### src/rtl/pll_start_seq.sv
// pll_start_seq: PLL start-up sequencer (DCO warm-up, band cal, settle, lock); CAL timeout under PLL_START_SEQ_TIMEOUT_EN
module pll_start_seq #(
    parameter int W_CNT = 8
) (
    input  logic             CLK,
    input  logic             NARST,
    input  logic             START,
    input  logic             CAL_DONE,
    input  logic [W_CNT-1:0] DCO_WAIT_CYC,
    input  logic [W_CNT-1:0] CAL_TMO_CYC,
    input  logic [W_CNT-1:0] SETTLE_CYC,
    output logic             DCO_EN,
    output logic             CAL_EN,
    output logic             LOOP_EN,
    output logic             SEQ_DONE,
    output logic             SEQ_FAIL,
    output logic [2:0]       STATE
);
    localparam logic [2:0] IDLE   = 3'd0;
    localparam logic [2:0] DCOW   = 3'd1;
    localparam logic [2:0] CAL    = 3'd2;
    localparam logic [2:0] SETTLE = 3'd3;
    localparam logic [2:0] LOCKED = 3'd4;
    localparam logic [2:0] FAIL   = 3'd5;
    logic [2:0]       state_q, state_d;
    logic [W_CNT-1:0] cnt_q, cnt_d, lim_raw, lim;
    logic             last, timed;
    logic             dco_en_q, cal_en_q, loop_en_q, seq_done_q, seq_fail_q;
    logic             dco_en_d, cal_en_d, loop_en_d, seq_done_d, seq_fail_d;
    always_comb begin
        lim_raw = state_q == DCOW ? DCO_WAIT_CYC : state_q == CAL ? CAL_TMO_CYC : SETTLE_CYC;
        lim     = lim_raw == '0 ? W_CNT'(1) : lim_raw;
        last    = (cnt_q == lim - 1'b1) || (&cnt_q);
`ifdef PLL_START_SEQ_TIMEOUT_EN
        timed   = state_q == DCOW || state_q == CAL || state_q == SETTLE;
`else
        timed   = state_q == DCOW || state_q == SETTLE;
`endif
        state_d = state_q;
        case (state_q)
            IDLE:   state_d = START ? DCOW : IDLE;
            DCOW:   state_d = last ? CAL : DCOW;
`ifdef PLL_START_SEQ_TIMEOUT_EN
            CAL:    state_d = CAL_DONE ? SETTLE : last ? FAIL : CAL;
`else
            CAL:    state_d = CAL_DONE ? SETTLE : CAL;
`endif
            SETTLE: state_d = last ? LOCKED : SETTLE;
            LOCKED: state_d = LOCKED;
            FAIL:   state_d = FAIL;
            default: state_d = IDLE;
        endcase
        // abort overrides every other transition
        if (!START && state_q != IDLE) state_d = IDLE;
        cnt_d      = state_d != state_q ? '0 : timed ? cnt_q + 1'b1 : cnt_q;
        dco_en_d   = state_d == DCOW || state_d == CAL || state_d == SETTLE || state_d == LOCKED;
        cal_en_d   = state_d == CAL;
        loop_en_d  = state_d == SETTLE || state_d == LOCKED;
        seq_done_d = state_d == LOCKED;
`ifdef PLL_START_SEQ_TIMEOUT_EN
        seq_fail_d = state_d == FAIL;
`else
        seq_fail_d = 1'b0;
`endif
    end
    always_ff @(negedge CLK or negedge NARST) begin
        if (!NARST) begin
            state_q    <= IDLE;
            cnt_q      <= '0;
            dco_en_q   <= 1'b0;
            cal_en_q   <= 1'b0;
            loop_en_q  <= 1'b0;
            seq_done_q <= 1'b0;
            seq_fail_q <= 1'b0;
        end else begin
            state_q    <= state_d;
            cnt_q      <= cnt_d;
            dco_en_q   <= dco_en_d;
            cal_en_q   <= cal_en_d;
            loop_en_q  <= loop_en_d;
            seq_done_q <= seq_done_d;
            seq_fail_q <= seq_fail_d;
        end
    end
    assign STATE    = state_q;
    assign DCO_EN   = dco_en_q;
    assign CAL_EN   = cal_en_q;
    assign LOOP_EN  = loop_en_q;
    assign SEQ_DONE = seq_done_q;
    assign SEQ_FAIL = seq_fail_q;
endmodule

### config.mk
export PLATFORM = sky130hd
export DESIGN_NAME = pll_start_seq
export DESIGN_NICKNAME = d
export VERILOG_FILES = /design/src/rtl/pll_start_seq.sv
export SDC_FILE = /design/constraint.sdc
export NUM_CORES = 1
export LEC_CHECK = 0
export CELL_PAD_IN_SITES_DETAIL_PLACEMENT = 0
export CELL_PAD_IN_SITES_GLOBAL_PLACEMENT = 2
export CORE_MARGIN = 2
export CORE_UTILIZATION = 28
export CTS_BUF_LIST = sky130_fd_sc_hd__clkbuf_16
export DETAILED_ROUTE_END_ITERATION = 12
export GPL_ROUTABILITY_DRIVEN = 0
export PLACE_DENSITY = 0.89
export SLEW_MARGIN = 20
export SYNTH_ARGS = -nofsm -noshare
export SYNTH_HDL_FRONTEND = slang
export SYNTH_SLANG_ARGS = --single-unit
### constraint.sdc
create_clock -name CLK -period 3.4 [get_ports CLK]
set_clock_uncertainty 0.05 [all_clocks]
set_input_delay 0.68 -clock CLK [delete_from_list [all_inputs] [get_ports CLK]]
set_output_delay 0.68 -clock CLK [all_outputs]
set_load 0.02 [all_outputs]
# Yosys cells after proc, flatten, opt, wreduce, memory -nomap -nowiden
# Cells that the tools add are included.
# classes
addsub,2
n_eq_ne,11
mux,11
reduce_logical,13
# ops
cell,count
two-way mux 8 bit,5
one-hot mux 3 bit (6 select lines),1
"equality test 3 x 2 -> 1 bit, second input constant",4
"equality test 3 bit, second input constant",3
"adder 8 x 1 -> 8 bit, second input constant",1
equality test 8 bit,1
zero test 8 bit,1
AND reduction 8 bit,1
"subtractor 8 x 1 -> 8 bit, second input constant",1
"equality test 3 x 1 -> 1 bit, second input constant",2
logical OR 1 bit,6
two-way mux 3 bit,2
zero test 3 bit,1
!= test 3 bit,1
nonzero test 3 bit,1
two-way mux 1 bit,2
two-way mux 2 bit,1
nonzero test 2 bit,1
logical AND 1 bit,1
zero test 1 bit,1
# word_totals
ff_bits,15
input_bits,28
wordCells,43

# Depth between registers and ports, before layout
# Gate-level depths: netlist (run 1).
# logic_depth
word_depth,15
ltp_mapped,13
depth_no_buf,12

==> impl_results.md, run 1 <==
* Status: complete, but fails checks
* Failing checks: negative setup slack
* # rows at 26
* Port Buffers at 34
* Worst path bufs/invs at 2
* Die area at 5810 µm²
* Final design area excluding fillers at 2370 µm²
* Seq/Total Area, Yosys at 0.257
* Endpoint of the worst-slack reg-to-reg timing path: cnt_q[6]
* Slowest CP cell: nor3b_4
* Crit path kind: input port to flop
* Largest net degree at the start of global routing at 28
* CTS Hold Bufs at 0
* Worst slew pin tran at 1.07 ns
* Post-DP Area at 2070 µm²
* Leak at 1.05 nW
* Synth Warn # at 0
* Vias per std cell at 4.94
* Largest stage delay, worst path at 0.25 ns
* Simple-gate portion of the synthesized area at 0.335
* Switching share of power at 0.293
* Max Slew Vio Count at 0
* Delay-heaviest family, CP: simple AND/OR/NAND/NOR gates
* Cell depth of the worst flop-to-flop path at 14
* Final setup vio count at 13
* Compound-gate portion of the synthesized area at 0.223
* Clk root buf: clkbuf_16
* Final Util at 0.466
* Pwr dens at 282 nW/µm²
* Initial antenna violation count at 0
* Hpwl dp at 3260 µm
* Post-Synth XOR/XNOR Area at 0.0951
* DRT antenna net count at 0
* Post-Synth Adder-Cell Area at 0.0171
* DRT iter0 DRCs at 73
* Synth Net Count at 212
* CP Launch Point: CAL_TMO_CYC[3]
* RSZ-0062 raised after global routing: true
* Via count at 1626
* Critical Path RT at 1.73 ns
* Congestion Overflow GR at 0
* Synthesized area per cell at 8.02 µm²
* Sequential Power Share at 0.287
* First-pass GRT wire length at 7850 µm
* Cells along the critical path: buf_6, and4bb_1, nor2_2, nand4_1, nor3b_4, a21oi_2, ha_4, xor2_2, xnor2_1, a211oi_2, nand4_1, o2111ai_2, buf_6, a21oi_2
* H-tree levels at 1
* First-pass detailed-route iteration total at 4
* Core Region at 5070 µm²
* Total track usage at 0.162
* Clock buffer depth at 2
* Crit end category: flop
* Int Pwr at 0.472 mW
* R2R Setup Slk at 0.16 ns
* R2R Path Start: STATE[0]
* Gate power share at 0.372
* Switch Pwr at 0.196 mW
* Max VDD drop at 0.000239 V
* Tot Pwr at 0.668 mW
* TritonCTS buffer count at 3
* Top FF cell, synth: dfrtn_1
* Mux contribution to synthesized area at 0.0291
* Final net count at 290
* Clock latency on the worst-skew pair at 0.28 ns
* Mapped Cells at 182
* Post-Route WL at 4690 µm
* Async set-reset flop share out of synthesis at 1.00
* Unique cell type count in the Yosys netlist at 51
* # IOs at 36
* Layout cell share with drive strength beyond 1 at 0.409
* HP Class: flop to flop
* Initial core utilization at 0.288
* Seq cells post-synth at 15
* CTS tree: yes
* Max Cap Viol at 0
* Die W at 76.2 µm
* CP max FO at 8
* Num Clock Sinks at 15
* Number of diodes at 0
* Critical path depth at 14
* Post-route DRC at 0
* Vias in the first global route at 1645
* Syn-to-layout area delta at 62.0%
* Cell Area, Synth at 1460 µm²
* Clk pin slew, worst setup/hold paths at 0.04 ns
* Final Hold Fails at 0
* EDFF count, synth at 0
* Largest family of logic cells by synthesized area: simple AND/OR/NAND/NOR gates
* Routed length per instance at 14.2 µm
* Die height at 76.2 µm
* CP Launch Type: input port
* Critical path destination: cnt_q[6]
* Max-slew headroom at 0.286
* DP Worst Slack at -1.92 ns
* Critical Path AT at 2.97 ns
* Clk network pwr share at 0.340
* Final setup margin at -1.23 ns
[power groups by stage]
stage	logic, mW	clock network (mW)	registers (mW)
floorplan	0.103	0	0.196
global placement	0.201	0	0.194
detailed placement	0.201	0	0.194
CTS	0.222	0.232	0.192
global route	0.271	0.242	0.192
finish	0.249	0.227	0.192
[Yosys cell counts (all sizes together), types with 4 or more instances]
cell / count / area (µm²)
xnor2: 12 / 113
dfrtn: 15 / 375
and3: 4 / 25.0
nor2: 11 / 41.3
and3b: 12 / 105
nand2: 21 / 78.8
nand3: 6 / 30.0
o21ai: 16 / 91.3
nand4: 9 / 62.6
buf: 5 / 33.8
inv: 5 / 18.8
a21oi: 17 / 85.1
[layout by cell type, fill, tap and decap left out, drive strengths merged, types with 2 or more instances in the layout]
cell type      count
nand2b             2
and4bb             2
o22ai              2
a21oi             17
xor2               3
and2               3
ha                 2
nand2             21
o21ai             16
dfrtn             15
and4               2
or3                3
o22a               3
clkdlybuf4s15      5
clkdlybuf4s50      9
nor2              11
clkbuf             6
a211oi             2
nand4              9
and3               4
and3b             12
xnor2             12
nor3               3
inv                6
mux2               2
nand3              6
buf               55
dlygate4sd2        8
mux2i              2
[layer usage]
metal,global-route usage,vias to the layer above,part of all wire
met5,0,-,0
met4,0.0436,0,0.011
met3,0.0178,5,0.029
met2,0.265,36,0.47
met1,0.226,757,0.49
li1,-,828,-
[kinds of logic (layout without fill, tap and decap cells)]
logic type      Yosys count  after routing
flops                    15             15
xor+xnor                 15             15
simple gates             83             83
mux                       4              4
compound gates           50             50
fa+ha+maj                 2              2
buf+inv                  12             89
other cells               1              1
[per-stage QoR]
step	std cells	setup TNS, ns	hold WS [ns]
floorplan	182	-15.35	0.524
global placement	308	-23.26	0.551
detailed placement	308	-24.15	0.564
CTS	322	-14.27	0.568
global route	329	-17.51	0.618
finish	329	-15.57	0.568
[cell type report]
cell class | instances | area (µm²)
clock buffer | 3 | 75.1
clock inverter | 1 | 3.75
fill | 516 | 2710
inverter | 5 | 18.8
multi-input combinational | 155 | 1160
sequential | 15 | 375
tap | 70 | 87.6
timing repair buffer | 80 | 644
[state kept, by name (all words and copies together), names as in the netlist]
register,count
CAL_EN,1
DCO_EN,1
SEQ_DONE,1
STATE,3
cnt_q,8
LOOP_EN,1
[worst min-delay path by stage]
stage,start,endpoint,slack (ns),cells past startpoint
finish,cnt_q[4],cnt_q[4],0.57,3
global route,cnt_q[6],cnt_q[6],0.62,3
CTS,cnt_q[4],cnt_q[4],0.57,3
detailed placement,cnt_q[4],cnt_q[4],0.56,3
global placement,cnt_q[6],cnt_q[6],0.55,3
floorplan,cnt_q[6],cnt_q[6],0.52,3
[worst reg2reg max path, stage by stage, from the launching register on]
cell and delay, ns:
dfrtn_1 0.34, buf_4 0.21, xnor2_2 0.49, o21ai_1 0.14, and4_1 0.24, nor3b_4 0.16
a21oi_2 0.17, ha_4 0.18, xor2_2 0.15, xnor2_1 0.09, a211oi_2 0.24, nand4_1 0.15
o2111ai_2 0.20, buf_6 0.18, a21oi_2 0.06
[repair_timing]
action | 4_1_cts | 5_1_grt
setup buffers | 10 | 7
setup endpoints to repair | 20 | 16
gates resized for setup | 80 | 16
pin swaps | 19 | 13
Power figures use the tool's default switching activity.
==> inputs of run 2 (changes only) <==
Settings changed: CELL_PAD_IN_SITES_DETAIL_PLACEMENT 0 to 1.
==> impl_results.md, run 2 (synthesized netlist as in run 1, its figures left out) <==
* Cell depth of the worst flop-to-flop path at 14 (unchanged)
* CP max FO at 8 (unchanged)
* Worst slew pin tran at 1.06 ns (-0.0158 ns)
* Clk network pwr share at 0.349 (+0.009)
* Biggest register: cnt_q
* Vias per std cell at 5.20 (+5.2%)
* Max Slew Vio Count at 0 (unchanged)
* Largest net degree at the start of global routing at 28 (unchanged)
* Most frequent cells in the layout: buf_4, nand2_1, dfrtn_1
* Vias in the first global route at 1810 (+10%)
* Pwr dens at 286 nW/µm² (+1.2%)
* Critical Path AT at 2.99 ns (+0.02 ns)
* Hold Path Depth at 3 (unchanged)
* # rows at 26 (unchanged)
* Leak at 1.04 nW (-0.72%)
* Final setup vio count at 13 (unchanged)
* Critical path destination: cnt_q[6]
* Clk pin slew, worst setup/hold paths at 0.04 ns (about the same)
* Switch Pwr at 0.198 mW (+1.2%)
* Post-Route WL at 5310 µm (+13%)
* Via count at 1689 (+3.9%)
* Initial core utilization at 0.288 (unchanged)
* TritonCTS buffer count at 3 (unchanged)
* Critical Path RT at 1.73 ns (about the same)
* Post-route DRC at 0 (unchanged)
* Routed length per instance at 16.3 µm (+15%)
* Max Cap Viol at 0 (unchanged)
* Post-Layout Cell Count at 325 (-1.2%)
* Placed Cells at 308 (unchanged)
* Final Util at 0.456 (-0.0104)
* Max-slew headroom at 0.296 (+0.0106)
* R2R Path Start: STATE[0]
* Gate power share at 0.361 (-0.011)
* R2R Setup Slk at 0.08 ns (-0.08 ns)
* Total track usage at 0.190 (+0.0288)
* DRT iter0 DRCs at 19 (-74%)
* Sequential Power Share at 0.290 (+0.003)
* Switching share of power at 0.300 (+0.00661)
* Die height at 76.2 µm (unchanged)
* Crit end category: flop
* Status: complete, but fails checks
* Largest register FFs at 8 (unchanged)
* Int Pwr at 0.463 mW (-2.0%)
* Crit path kind: input port to flop
* Num Clock Sinks at 15 (unchanged)
* Die area at 5810 µm² (unchanged)
* Final net count at 286 (-1.4%)
* # IOs at 36 (unchanged)
* CP Launch Point: CAL_TMO_CYC[3]
* Final Hold Fails at 0 (unchanged)
* Clk root buf: clkbuf_16
* CTS tree: yes
* Max VDD drop at 0.000263 V (+10%)
* DRT antenna net count at 0 (unchanged)
* Initial antenna violation count at 0 (unchanged)
* Clock latency on the worst-skew pair at 0.28 ns (about the same)
* H-tree levels at 1 (unchanged)
* RSZ-0062 raised after global routing: true
* Hpwl dp at 3780 µm (+16%)
* First-pass GRT wire length at 9110 µm (+16%)
* First-pass detailed-route iteration total at 4 (unchanged)
* Syn-to-layout area delta at 58.4%
* Hold_sp: cnt_q[4]
* Core Region at 5070 µm² (unchanged)
* Number of diodes at 0 (unchanged)
* Layout cell share with drive strength beyond 1 at 0.384 (-0.0250)
* Tot Pwr at 0.661 mW (-1.1%)
* Clock buffer depth at 2 (unchanged)
* Failing checks: negative setup slack
* Die W at 76.2 µm (unchanged)
* Final setup margin at -1.26 ns (-0.0248 ns)
* Congestion Overflow GR at 0 (unchanged)
* CTS Hold Bufs at 0 (unchanged)
* Endpoint of the worst-slack reg-to-reg timing path: cnt_q[6]
* Port Buffers at 34 (unchanged)
* CP Launch Type: input port
* Commonest non-fill, non-tap cell in the layout: buf_4
* Fin Hold WS at 0.589 ns (+0.0210 ns)
* HP Class: flop to flop
==> run 2: cell types whose count changed in the layout (fill, tap and decap cells not counted), sizes merged <==
cell	previous run	this run
buf	55	52
clkbuf	6	5
clkdlybuf4s50	9	8
dlymetal6s2s	0	1
==> run 2: worst max-delay path, stage by stage <==
cell       delay [ns]
buf_2            0.09
and4bb_1         0.22
nor2_2           0.15
nand4_1          0.18
buf_4            0.19
buf_4            0.12
buf_4            0.13
or3_4            0.38
a21oi_1          0.22
o22ai_1          0.15
o2111ai_2        0.23
buf_6            0.18
a21oi_2          0.06
==> run 2: final cells by class <==
cell class	count	area, µm²
well taps	70	87.6
clock inverters	1	3.75
repair buffers	76	607
clock buffers	3	75.1
flip-flops and latches	15	375
inverters	5	18.8
fillers	624	2760
multi-input cells	155	1150
==> run 2: worst min path at each step <==
stage	endpoint	slack (ns)
finish	cnt_q[4]	0.59
CTS	cnt_q[4]	0.58
floorplan	cnt_q[6]	0.52
global route	cnt_q[4]	0.64
detailed placement	cnt_q[4]	0.58
global placement	cnt_q[6]	0.55
==> run 2: power groups by stage <==
| stage | sequential (mW) | clock (mW) | combinational (mW) |
|---|---|---|---|
| detailed placement | 0.195 | 0 | 0.205 |
| CTS | 0.192 | 0.234 | 0.233 |
| floorplan | 0.196 | 0 | 0.103 |
| finish | 0.192 | 0.231 | 0.238 |
| global route | 0.193 | 0.244 | 0.261 |
| global placement | 0.194 | 0 | 0.201 |
==> run 2: stage by stage <==
stage | setup slack [ns] | setup TNS [ns] | cell area, µm²
5_1_grt | -1.39 | -17.17 | 2310
3_3_place_gp | -1.83 | -23.26 | 2070
6_report | -1.26 | -15.35 | 2310
4_1_cts | -1.24 | -14.99 | 2300
2_1_floorplan | -1.25 | -15.35 | 1470
3_5_place_dp | -1.96 | -24.68 | 2070
==> run 2: routing by layer <==
metal / vias up / track usage / share of wire
li1: 819 / - / -
met1: 834 / 0.245 / 0.44
met2: 29 / 0.332 / 0.52
met3: 7 / 0.0225 / 0.026
met4: 0 / 0.0582 / 0.019
met5: - / 0 / 0
==> run 2: timing repair <==
item,4_1_cts,5_1_grt
hold endpoints to repair,0,0
buffers inserted,13,2
gates resized for setup,84,9
pin swaps,23,14
setup endpoints to repair,20,16
==> inputs of run 3 (changes only) <==
Settings changed: GPL_ROUTABILITY_DRIVEN 0 to default.
==> results of run 3 <==
The final DEF is identical to that of run 2; final timing and power are the same.
